--- src/rtl/ball_fsm.sv ---
// Pong ball controller: serve / move / game-over FSM with scores.
// Ports: clock, reset_n (async, low); enable freezes all state;
//   frame_tick steps motion; bounce 00 none/01 paddle/10 wall/11 score;
//   restart starts a new game. Outputs: ball position, size, direction,
//   both scores, serving and game_over flags (all registered).
module ball_fsm #(
   parameter int SCREEN_X    = 640,
   parameter int SCREEN_Y    = 480,
   parameter int BALL_SIZE   = 8,
   parameter int STEP        = 1,
   parameter int SERVE_DELAY = 60,
   parameter int WIN_SCORE   = 9
) (
   input  logic       clock,
   input  logic       reset_n,
   input  logic       enable,
   input  logic       frame_tick,
   input  logic [1:0] bounce,
   input  logic       restart,
   output logic [9:0] ball_pos_x,
   output logic [9:0] ball_pos_y,
   output logic [7:0] ball_size_x,
   output logic [7:0] ball_size_y,
   output logic       dir_x,
   output logic       dir_y,
   output logic [3:0] score_1,
   output logic [3:0] score_2,
   output logic       serving,
   output logic       game_over
);

   typedef enum logic [1:0] {SERVE, MOVE, OVER} state_t;

   localparam int CW = (SERVE_DELAY < 2) ? 1 : $clog2(SERVE_DELAY + 1);

   localparam logic [CW-1:0] DELAY  = CW'(SERVE_DELAY);
   localparam logic [9:0]    X0     = 10'(SCREEN_X / 2 - BALL_SIZE / 2);
   localparam logic [9:0]    Y0     = 10'(SCREEN_Y / 2 - BALL_SIZE / 2);
   localparam logic [9:0]    HALF_X = 10'(SCREEN_X / 2);
   localparam logic [9:0]    STEP_V = 10'(STEP);
   localparam logic [3:0]    WIN    = 4'(WIN_SCORE);

   state_t        state;
   logic [CW-1:0] cnt;
   logic          react;

   logic       pad_hit;
   logic       wall_hit;
   logic       nx_dx;
   logic       nx_dy;
   logic       left_side;
   logic       win;
   logic [3:0] s1_inc;
   logic [3:0] s2_inc;

   // A reversal is only honoured once per frame (react flag).
   assign pad_hit   = (bounce == 2'b01) && !react;
   assign wall_hit  = (bounce == 2'b10) && !react;
   assign nx_dx     = dir_x ^ pad_hit;
   assign nx_dy     = dir_y ^ wall_hit;
   assign left_side = ball_pos_x < HALF_X;
   assign s1_inc    = score_1 + 4'd1;
   assign s2_inc    = score_2 + 4'd1;
   assign win       = left_side ? (s2_inc == WIN) : (s1_inc == WIN);

   assign ball_size_x = 8'(BALL_SIZE);
   assign ball_size_y = 8'(BALL_SIZE);

   always_ff @(posedge clock or negedge reset_n) begin
      if (!reset_n) begin
         state      <= SERVE;
         cnt        <= DELAY;
         react      <= 1'b0;
         ball_pos_x <= X0;
         ball_pos_y <= Y0;
         dir_x      <= 1'b1;
         dir_y      <= 1'b1;
         score_1    <= 4'd0;
         score_2    <= 4'd0;
         serving    <= 1'b1;
         game_over  <= 1'b0;
      end else if (enable) begin
         if (restart) begin
            state      <= SERVE;
            cnt        <= DELAY;
            react      <= 1'b0;
            ball_pos_x <= X0;
            ball_pos_y <= Y0;
            score_1    <= 4'd0;
            score_2    <= 4'd0;
            serving    <= 1'b1;
            game_over  <= 1'b0;
         end else begin
            unique case (state)
               SERVE: begin
                  // The tick that finds the counter at 1 only launches.
                  if (frame_tick) begin
                     if (cnt <= CW'(1)) begin
                        state   <= MOVE;
                        serving <= 1'b0;
                     end else begin
                        cnt <= cnt - CW'(1);
                     end
                  end
               end
               MOVE: begin
                  if (bounce == 2'b11) begin
                     // Serve goes toward whoever conceded.
                     if (left_side) score_2 <= s2_inc;
                     else           score_1 <= s1_inc;
                     dir_x      <= !left_side;
                     ball_pos_x <= X0;
                     ball_pos_y <= Y0;
                     cnt        <= DELAY;
                     react      <= 1'b0;
                     state      <= win ? OVER : SERVE;
                     serving    <= !win;
                     game_over  <= win;
                  end else begin
                     dir_x <= nx_dx;
                     dir_y <= nx_dy;
                     // Motion uses the direction after any reversal.
                     if (frame_tick) begin
                        ball_pos_x <= nx_dx ? ball_pos_x + STEP_V
                                            : ball_pos_x - STEP_V;
                        ball_pos_y <= nx_dy ? ball_pos_y + STEP_V
                                            : ball_pos_y - STEP_V;
                     end
                     if (pad_hit || wall_hit) react <= 1'b1;
                     else if (frame_tick)     react <= 1'b0;
                  end
               end
               OVER: begin
               end
               default: state <= SERVE;
            endcase
         end
      end
   end

endmodule

--- config.mk ---
export PLATFORM = sky130hd
export DESIGN_NAME = ball_fsm
export DESIGN_NICKNAME = d
export VERILOG_FILES = /design/src/rtl/ball_fsm.sv
export SDC_FILE = /design/constraint.sdc
export NUM_CORES = 1
export LEC_CHECK = 0
export ABC_AREA = 1
export BUFFER_PORTS_ARGS = -buffer_cell sky130_fd_sc_hd__clkbuf_2
export CORE_UTILIZATION = 45
export CTS_BUF_LIST = sky130_fd_sc_hd__clkbuf_16
export DETAILED_ROUTE_END_ITERATION = 10
export PLACE_DENSITY = 0.8
export SETUP_SLACK_MARGIN = 0.3
export SLEW_MARGIN = 10
export SYNTH_ARGS = -nofsm -noshare
export SYNTH_HDL_FRONTEND = slang
export SYNTH_SLANG_ARGS = --single-unit
--- constraint.sdc ---
create_clock -name clock -period 1.95 [get_ports clock]
set_input_delay 0.4875 -clock clock [delete_from_list [all_inputs] [get_ports clock]]
set_output_delay 0.4875 -clock clock [all_outputs]
set_load 0.005 [all_outputs]
==> flow_summary.yaml, run 1 <==
outcome:
  status: "finished, violations left"
  violations: "setup timing"
synth:
  syn_area_sq_um: 3170
  synth.area.top_cells: "dfrtp_1 (19%), nand2_1 (15%), dfstp_2 (14%)"
  synth-seq-cells: 41
  syn_inst: 461
  yosys.cell_types.count: 40
  yosys.area.top_type: "dfrtp_1"
  syn_area_per_cell_sq_um: 6.88
  synth_top_area_share: 0.189
  ys_seq_area_frac: 0.330
  yosys_warnings: 0
grt:
  grt_use_total: 0.254
  grt_pass1_vias: 3380
  grt_max_degree: 42
  grt_pass1_wl_mm: 14.9
  antenna_found_initial: 0
  overflow: 0
worst_setup_path:
  crit_path_max_fanout: 4
  ff2ff_path_depth: 15
  reg2reg_to: "ball_pos_y[4]"
  critPathLaunchType: "register"
  cpMostUsedCell: "nand2_2"
  r2r_start: "dir_y"
  critical_path.top_delay_family: "simple AND/OR/NAND/NOR gates"
  slowest_stage: "dfstp_2"
  end_kind: "register"
  rrSetupSlack_ps: -20
  required_ps: 2120
  cp.buffers_inverters: 4
  worstPathArrival_ps: 2150
  max_stage_delay_ps: 590
  path_cells: "inv_2 -> nand4_1 -> nand2_2 -> nand2_2 -> nand2_2 -> inv_2 -> ha_4 -> inv_4 -> nand2_4 -> nand2_2 -> nand2_2 -> buf_6 -> nand2_2 -> nand2_1 -> o22ai_1"
  path_depth: 15
  path_class: "reg2reg"
timing:
  worstMarginPinSlew_ps: 744
  relSlewSlack: 0.497
  drv_slew: 0
  rsz0062_at_grt: "yes"
  layout_setup_ws_ps: -21.7
  clock_skew_ps: 4.92
  min_period_ps: 1970
  fin_crit_sh: 1.01
  clock.fmax_mhz: 507
  setup_viol: 2
  hold_viol: 0
routing:
  routed_wirelength_mm: 10.2
  drc: 0
  vias_per_cell: 5.43
  drtPass1Iterations: 8
  dr.first_iter.drc_count: 389
  postRouteAntennaNets: 0
  wl_per_cell_um: 15.1
  vias: 3661
clock_tree:
  path_clk_slew_ps: 60
  ctsHoldBuffers: 0
  cts_buffers: 5
  clock_latency_ps: 290
  clockBufferDepth: 2
  cts_tree: "built"
  clock-sinks: 41
  h-tree-depth: 2
  root_buffer: "clkbuf_16"
floorplan:
  die_h_um: 86.0
  io_pins: 55
  die-area_sq_um: 7390
  num_rows: 30
  initial_core_util: 0.467
  core_area_sq_um: 6790
  dieWidth_um: 86.0
cells_and_area:
  syn_to_final_growth_pct: 50.3
  final_core_util: 0.701
  drive_gt1_frac: 0.503
  nets: 592
  final_area_sq_um: 4770
  num_antenna_cells: 0
min_path:
  hold_class: "in2async"
placed_design:
  post-dp-hpwl_mm: 5.99
  place.gp.congestion: 0.960
  place_area_sq_um: 3830
  portBuffers: 38
power_and_ir_drop:
  powerDensity_nw_per_um2: 1820
  power_mw: 8.68
  ir_drop_uv: 850
  p_leak_nw: 2.34
job:
  maxCapViolCount: 0
[registers in the layout, indices dropped and copies added, names as in the netlist]
| name | flops |
|---|---|
| score_2 | 4 |
| score_1 | 4 |
| dir_y | 1 |
| ball_pos_y | 10 |
| game_over | 1 |
| state | 2 |
| dir_x | 1 |
| cnt | 6 |
| serving | 1 |
| react | 1 |
| ball_pos_x | 10 |
[worst max-delay path by stage]
| stage | end | slack [ps] | start |
|---|---|---|---|
| floorplan | ball_pos_y[9] | 150 | bounce[0] |
| global placement | ball_pos_y[8] | -160 | bounce[1] |
| detailed placement | ball_pos_y[8] | -230 | bounce[1] |
| CTS | ball_pos_y[9] | 120 | react |
| global route | ball_pos_y[4] | -90 | dir_y |
| finish | ball_pos_y[4] | -20 | dir_y |
[routing by layer]
metal	routed length (um)	GRT usage	vias to the layer above
met5	0	0	-
met4	446	0.112	0
met3	671	0.0356	54
met2	5180	0.463	202
met1	3900	0.296	1715
li1	-	-	1690
[cells in the final DEF (no fill, tap or decap), types with 16 or more instances in the layout]
cell type and n:
o21ai_0 19, clkbuf_2 37, nand3_1 36, inv_2 22
conb_1 16, nand2_2 33, buf_4 61, nor2_2 16
dfstp_2 17, nand2_1 89, inv_1 37, dfrtp_1 24
nor2_1 22
[synth_stat cells (all sizes together)]
| cell type | number |
|---|---|
| a21oi | 14 |
| nand2 | 138 |
| nand4 | 5 |
| o22ai | 3 |
| a22oi | 2 |
| nor3 | 2 |
| conb | 2 |
| inv | 67 |
| buf | 21 |
| o41ai | 6 |
| nand3b | 2 |
| o21ai | 36 |
| o21a | 1 |
| xnor2 | 3 |
| nor2 | 46 |
| o31ai | 2 |
| ha | 8 |
| nor4 | 1 |
| dfstp | 17 |
| nand3 | 53 |
| or2 | 2 |
| o21bai | 1 |
| xor2 | 5 |
| dfrtp | 24 |
[through the flow]
stage	hold slack, ps	instances	worst slack (ps)	setup TNS, ps
CTS	281	665	120	0
finish	257	674	-21.7	-39.7
global placement	466	633	-158	-762
detailed placement	481	633	-235	-1670
global route	316	674	-90.4	-586
floorplan	192	475	148	0
[power by group]
group          internal [mW]  switching, mW
registers               1.31          0.564
logic                   2.60           3.26
clock network          0.600          0.355
[kinds of logic (layout without fill, tap and decap cells)]
family | after synthesis | in the layout | share of synthesized area
adders and majority gates | 8 | 8 | 0.0316
and+or+nand+nor | 249 | 249 | 0.360
AOI/OAI and AO/OA | 65 | 65 | 0.125
xor gates and xnor gates | 8 | 8 | 0.0221
DFF | 41 | 41 | 0.330
other | 2 | 16 | 0.00237
buffers and inverters | 88 | 191 | 0.129
[final cells by class]
type / count / area (sq um)
clock inverters: 3 / 41.3
repair buffers: 116 / 860
well taps: 96 / 120
multi-input cells: 346 / 2290
flip-flops and latches: 41 / 1050
clock buffers: 5 / 125
inverters: 67 / 282
fillers: 458 / 2030
[timing repair]
action,4_1_cts,5_1_grt
buffers inserted,24,9
cloned,0,0
pin swaps,44,55
gates resized for setup,61,87
endpoints found under the setup margin,28,35
Note: power is estimated with default switching activity, not from simulation.
==> run 2: changes to the inputs <==
Settings changed: CORE_UTILIZATION 45 to 30, PLACE_DENSITY 0.8 to 0.61.
==> run 2 against run 1 <==
Against the previous run: the run now ends clean; largest cell class unchanged; cell count up 5.8%; non-clock buffer count decreased by 1; die area up 49%; total power down 3.7%; sequential cell count unchanged; setup slack improved by 130 ps; via count decreased by 7.9%; maximum frequency is 7.2% higher.
==> flow_summary.yaml, run 2 (same netlist as run 1, synthesis figures left out) <==
grt:
  grt_pass1_wl_mm: 14.6
  grt_pass1_vias: 3178
  antenna_found_initial: 0
  grt_max_degree: 42
  overflow: 0
  grt_use_total: 0.163
clock_tree:
  clock_latency_ps: 290
  path_clk_slew_ps: 60
  cts_tree: "built"
  clock-sinks: 41
  cts_buffers: 5
  root_buffer: "clkbuf_16"
  clockBufferDepth: 2
  h-tree-depth: 2
timing:
  setup_viol: 0
  clock.fmax_mhz: 544
  drv_slew: 0
  hold_viol: 0
  worstMarginPinSlew_ps: 575
  min_period_ps: 1840
  relSlewSlack: 0.611
  fin_crit_sh: 0.943
  rsz0062_at_grt: "yes"
  clock_skew_ps: 5.50
routing:
  dr.first_iter.drc_count: 185
  wl_per_cell_um: 12.8
  vias_per_cell: 4.73
  postRouteAntennaNets: 0
  routed_wirelength_mm: 9.15
  drc: 0
  vias: 3373
  drtPass1Iterations: 4
cells_and_area:
  drive_gt1_frac: 0.504
  final_area_sq_um: 4810
  num_antenna_cells: 0
  nets: 591
  register_area_sq_um: 1050
  fillCellCount: 978
  final_common_cell: "nand2_1"
  final_cell_mix: "nand2_1 (87), buf_4 (62), nand2_2 (38)"
  syn_to_final_growth_pct: 51.7
  fin_cells: 713
  top_regs: "ball_pos_x (10), ball_pos_y (10), cnt (6)"
  multi_input_comb_area_sq_um: 2300
worst_setup_path:
  worstPathArrival_ps: 2020
  path_class: "reg2reg"
  cpMostUsedCell: "nand2_2"
  critPathLaunchType: "register"
  end_kind: "register"
  cp.buffers_inverters: 3
  max_stage_delay_ps: 580
  critical_path.top_delay_family: "simple AND/OR/NAND/NOR gates"
  crit_path_max_fanout: 4
  slowest_stage: "dfstp_2"
  required_ps: 2130
  path_cells: "inv_2 -> nand4_1 -> nand2_2 -> nand2_2 -> nand2_2 -> inv_2 -> ha_4 -> inv_4 -> nand2_4 -> nand2_2 -> nand2_2 -> nand2_2 -> a21oi_1 -> o21ai_1"
power_and_ir_drop:
  powerDensity_nw_per_um2: 1740
  p_leak_nw: 2.34
  ir_drop_uv: 569
placed_design:
  post-dp-hpwl_mm: 6.31
  portBuffers: 38
  dp.cells: 680
  place.gp.congestion: 0.906
  place_area_sq_um: 3930
min_path:
  hold_class: "in2async"
floorplan:
  die_h_um: 105
  initial_core_util: 0.309
  io_pins: 55
  dieWidth_um: 105
  num_rows: 37
  core_area_sq_um: 10300
  die-area_sq_um: 11000
job:
  maxCapViolCount: 0
outcome:
  status: "finished, final reports clean"
## run 2: repair_timing
action	in CTS	in global routing
cloned	0	0
buffers inserted	16	9
endpoints found under the setup margin	31	35
pin swaps	41	53
hold buffers	0	0
resized for setup	48	102
## run 2: power by group
part | internal (mW) | switching [mW]
Sequential | 1.31 | 0.517
Combinational | 2.51 | 3.05
Clock | 0.606 | 0.364
Total | 4.43 | 3.93
## run 2: final cells by class
cell class | instances | share of cell area
multi-input cells | 346 | 0.479
flip-flops and latches | 41 | 0.218
repair buffers | 115 | 0.175
inverters | 67 | 0.0575
well taps | 136 | 0.0354
clock buffers | 5 | 0.0260
clock inverters | 3 | 0.00962
## run 2: per-layer routing
layer	routed length (um)	up-vias	GRT usage
met1	3910	1573	0.204
li1	-	1691	-
met4	196	0	0.0543
met2	4680	91	0.282
met3	363	18	0.0262
met5	0	-	0
## run 2: path summary, 6_finish.rpt
check	cells after the start	endpoint	startpoint	slack (ps)
hold / removal	2	game_over	reset_n	260
setup reg to reg	14	ball_pos_y[8]	dir_y	110
max in group asynchronous	2	ball_pos_y[3]	reset_n	1300
min in group clock	3	dir_x	enable	480
hold reg to reg	2	game_over	game_over	490
setup / recovery	14	ball_pos_y[8]	dir_y	110
## run 2: worst reg2reg max path: stages (launching register included)
cell and delay (ps):
dfstp_2 580, inv_2 70, nand4_1 110, nand2_2 100, nand2_2 80, nand2_2 60
inv_2 80, ha_4 140, inv_4 40, nand2_4 80, nand2_2 50, nand2_2 90
nand2_2 60, a21oi_1 120, o21ai_1 70
## run 2: through the flow
step	util	worst slack (ps)	setup TNS, ps	hold slack [ps]	power, mW
floorplan	-	148	0	192	4.29
global placement	0.382	-123	-732	468	5.76
detailed placement	0.382	-174	-1290	474	5.84
CTS	0.424	145	0	287	7.35
global route	0.468	-21.5	-23.4	316	9.01
finish	0.468	110	0	256	8.36
==> run 3: changes to the inputs <==
Settings changed: CELL_PAD_IN_SITES_DETAIL_PLACEMENT set to 0, CELL_PAD_IN_SITES_GLOBAL_PLACEMENT set to 1, CTS_CLUSTER_SIZE set to 14, PLACE_DENSITY 0.61 to 0.76.
==> run 3 against run 2 <==
Against the previous run: hold slack improved by 22 ps; global-route usage is 0.27 points higher; sequential power barely moved; clock power is 1% lower; final area down 3.5%; first-iteration DRC count is 43% lower; critical path type unchanged; critical endpoint is now ball_pos_x[8].
==> flow_summary.yaml, run 3 (same netlist as run 1, synthesis figures left out) <==
power_and_ir_drop:
  p_leak_nw: 2.29
  power_mw: 7.87
  ir_drop_uv: 661
  powerDensity_nw_per_um2: 1700
placed_design:
  place.gp.congestion: 0.845
  portBuffers: 38
  place_area_sq_um: 3980
  post-dp-hpwl_mm: 6.50
timing:
  min_period_ps: 1810
  fin_crit_sh: 0.928
  clock.fmax_mhz: 553
  drv_slew: 0
  hold_viol: 0
  clock_skew_ps: 5.09
  setup_viol: 0
  relSlewSlack: 0.576
  worstMarginPinSlew_ps: 627
  tns_ps: 0
  rsz0062_at_grt: "yes"
floorplan:
  initial_core_util: 0.309
  io_pins: 55
  dieWidth_um: 105
  die_h_um: 105
  core_area_sq_um: 10300
  die-area_sq_um: 11000
  num_rows: 37
worst_setup_path:
  crit_path_max_fanout: 6
  path_class: "reg2reg"
  end_kind: "register"
  worstPathArrival_ps: 2030
  required_ps: 2170
  critPathLaunchType: "register"
routing:
  drtPass1Iterations: 6
  postRouteAntennaNets: 0
  vias_per_cell: 4.65
  drc: 0
  dr.first_iter.drc_count: 105
  vias: 3322
  wl_per_cell_um: 12.3
  routed_wirelength_mm: 8.82
grt:
  overflow: 0
  grt_max_degree: 42
  grt_pass1_wl_mm: 14.7
  grt_use_total: 0.166
  grt_pass1_vias: 3176
  antenna_found_initial: 0
cells_and_area:
  final_common_cell: "nand2_1"
  final_cell_mix: "nand2_1 (94), buf_4 (72), inv_1 (39), nand3_1 (39), clkbuf_2 (37)"
  num_antenna_cells: 0
  top_regs: "ball_pos_x (10), ball_pos_y (10), cnt (6)"
  drive_gt1_frac: 0.466
  final_area_sq_um: 4640
  nets: 593
  syn_to_final_growth_pct: 46.4
clock_tree:
  path_clk_slew_ps: 60
  clock_latency_ps: 280
  clock-sinks: 41
  cts_buffers: 5
  cts_tree: "built"
  clockBufferDepth: 2
  root_buffer: "clkbuf_16"
  h-tree-depth: 2
outcome:
  status: "finished, final reports clean"
job:
  maxCapViolCount: 0
min_path:
  hold_class: "in2async"
run 3: critical path: stages (launching register included):
cell,delay [ps]
dfstp_2,590
nand4_4,160
buf_6,170
nand3b_1,90
nand2_2,80
nor2_2,150
inv_1,50
nor2_1,110
nand2_2,80
a21oi_2,130
nor2_1,60
nor2_1,80
run 3: timing repair:
item                       4_1_cts  5_1_grt
setup endpoints to repair       26       34
pin swaps                       28       35
setup buffers                    8       14
gates resized for setup         40       62
hold buffers                     0        0
run 3: final timing paths:
path	start	to	slack, ps	cells after the start
max	dir_x	ball_pos_x[8]	140	11
min	reset_n	score_2[1]	280	2
max reg2reg	dir_x	ball_pos_x[8]	140	11
min reg2reg	cnt[4]	cnt[4]	480	2
max in group asynchronous	reset_n	score_2[0]	1280	2
min in group clock	cnt[4]	cnt[4]	480	2
run 3: area by class of cell:
cell class	instances	area [sq um]
Clock inverter	3	42.5
Inverter	67	272
Tap cell	136	170
Timing Repair Buffer	117	830
Clock buffer	5	125
Multi-Input combinational cell	346	2160
Fill cell	1083	5630
Sequential cell	41	1050
run 3: routing by layer:
layer  GRT usage  wire length (um)  vias up
li1            -                 -     1691
met1       0.214              4160     1553
met2       0.283              4270       69
met3      0.0237               269        9
met4      0.0523               108        0
met5           0                 0        -
run 3: metrics by stage:
stage               hold slack, ps  utilization  setup WS [ps]  cells
global route                   326        0.452           7.13    715
floorplan                      192            -            148    475
CTS                            294        0.420            137    701
global placement               467        0.387           -117    685
finish                         277        0.452            141    715
detailed placement             475        0.387           -161    685
run 3: where the power goes:
part | leakage, nW | total [mW] | switching, mW | internal, mW
registers | 0.494 | 1.82 | 0.511 | 1.31
logic | 1.71 | 5.10 | 2.75 | 2.35
clock network | 0.0852 | 0.957 | 0.355 | 0.602
total | 2.29 | 7.87 | 3.61 | 4.26
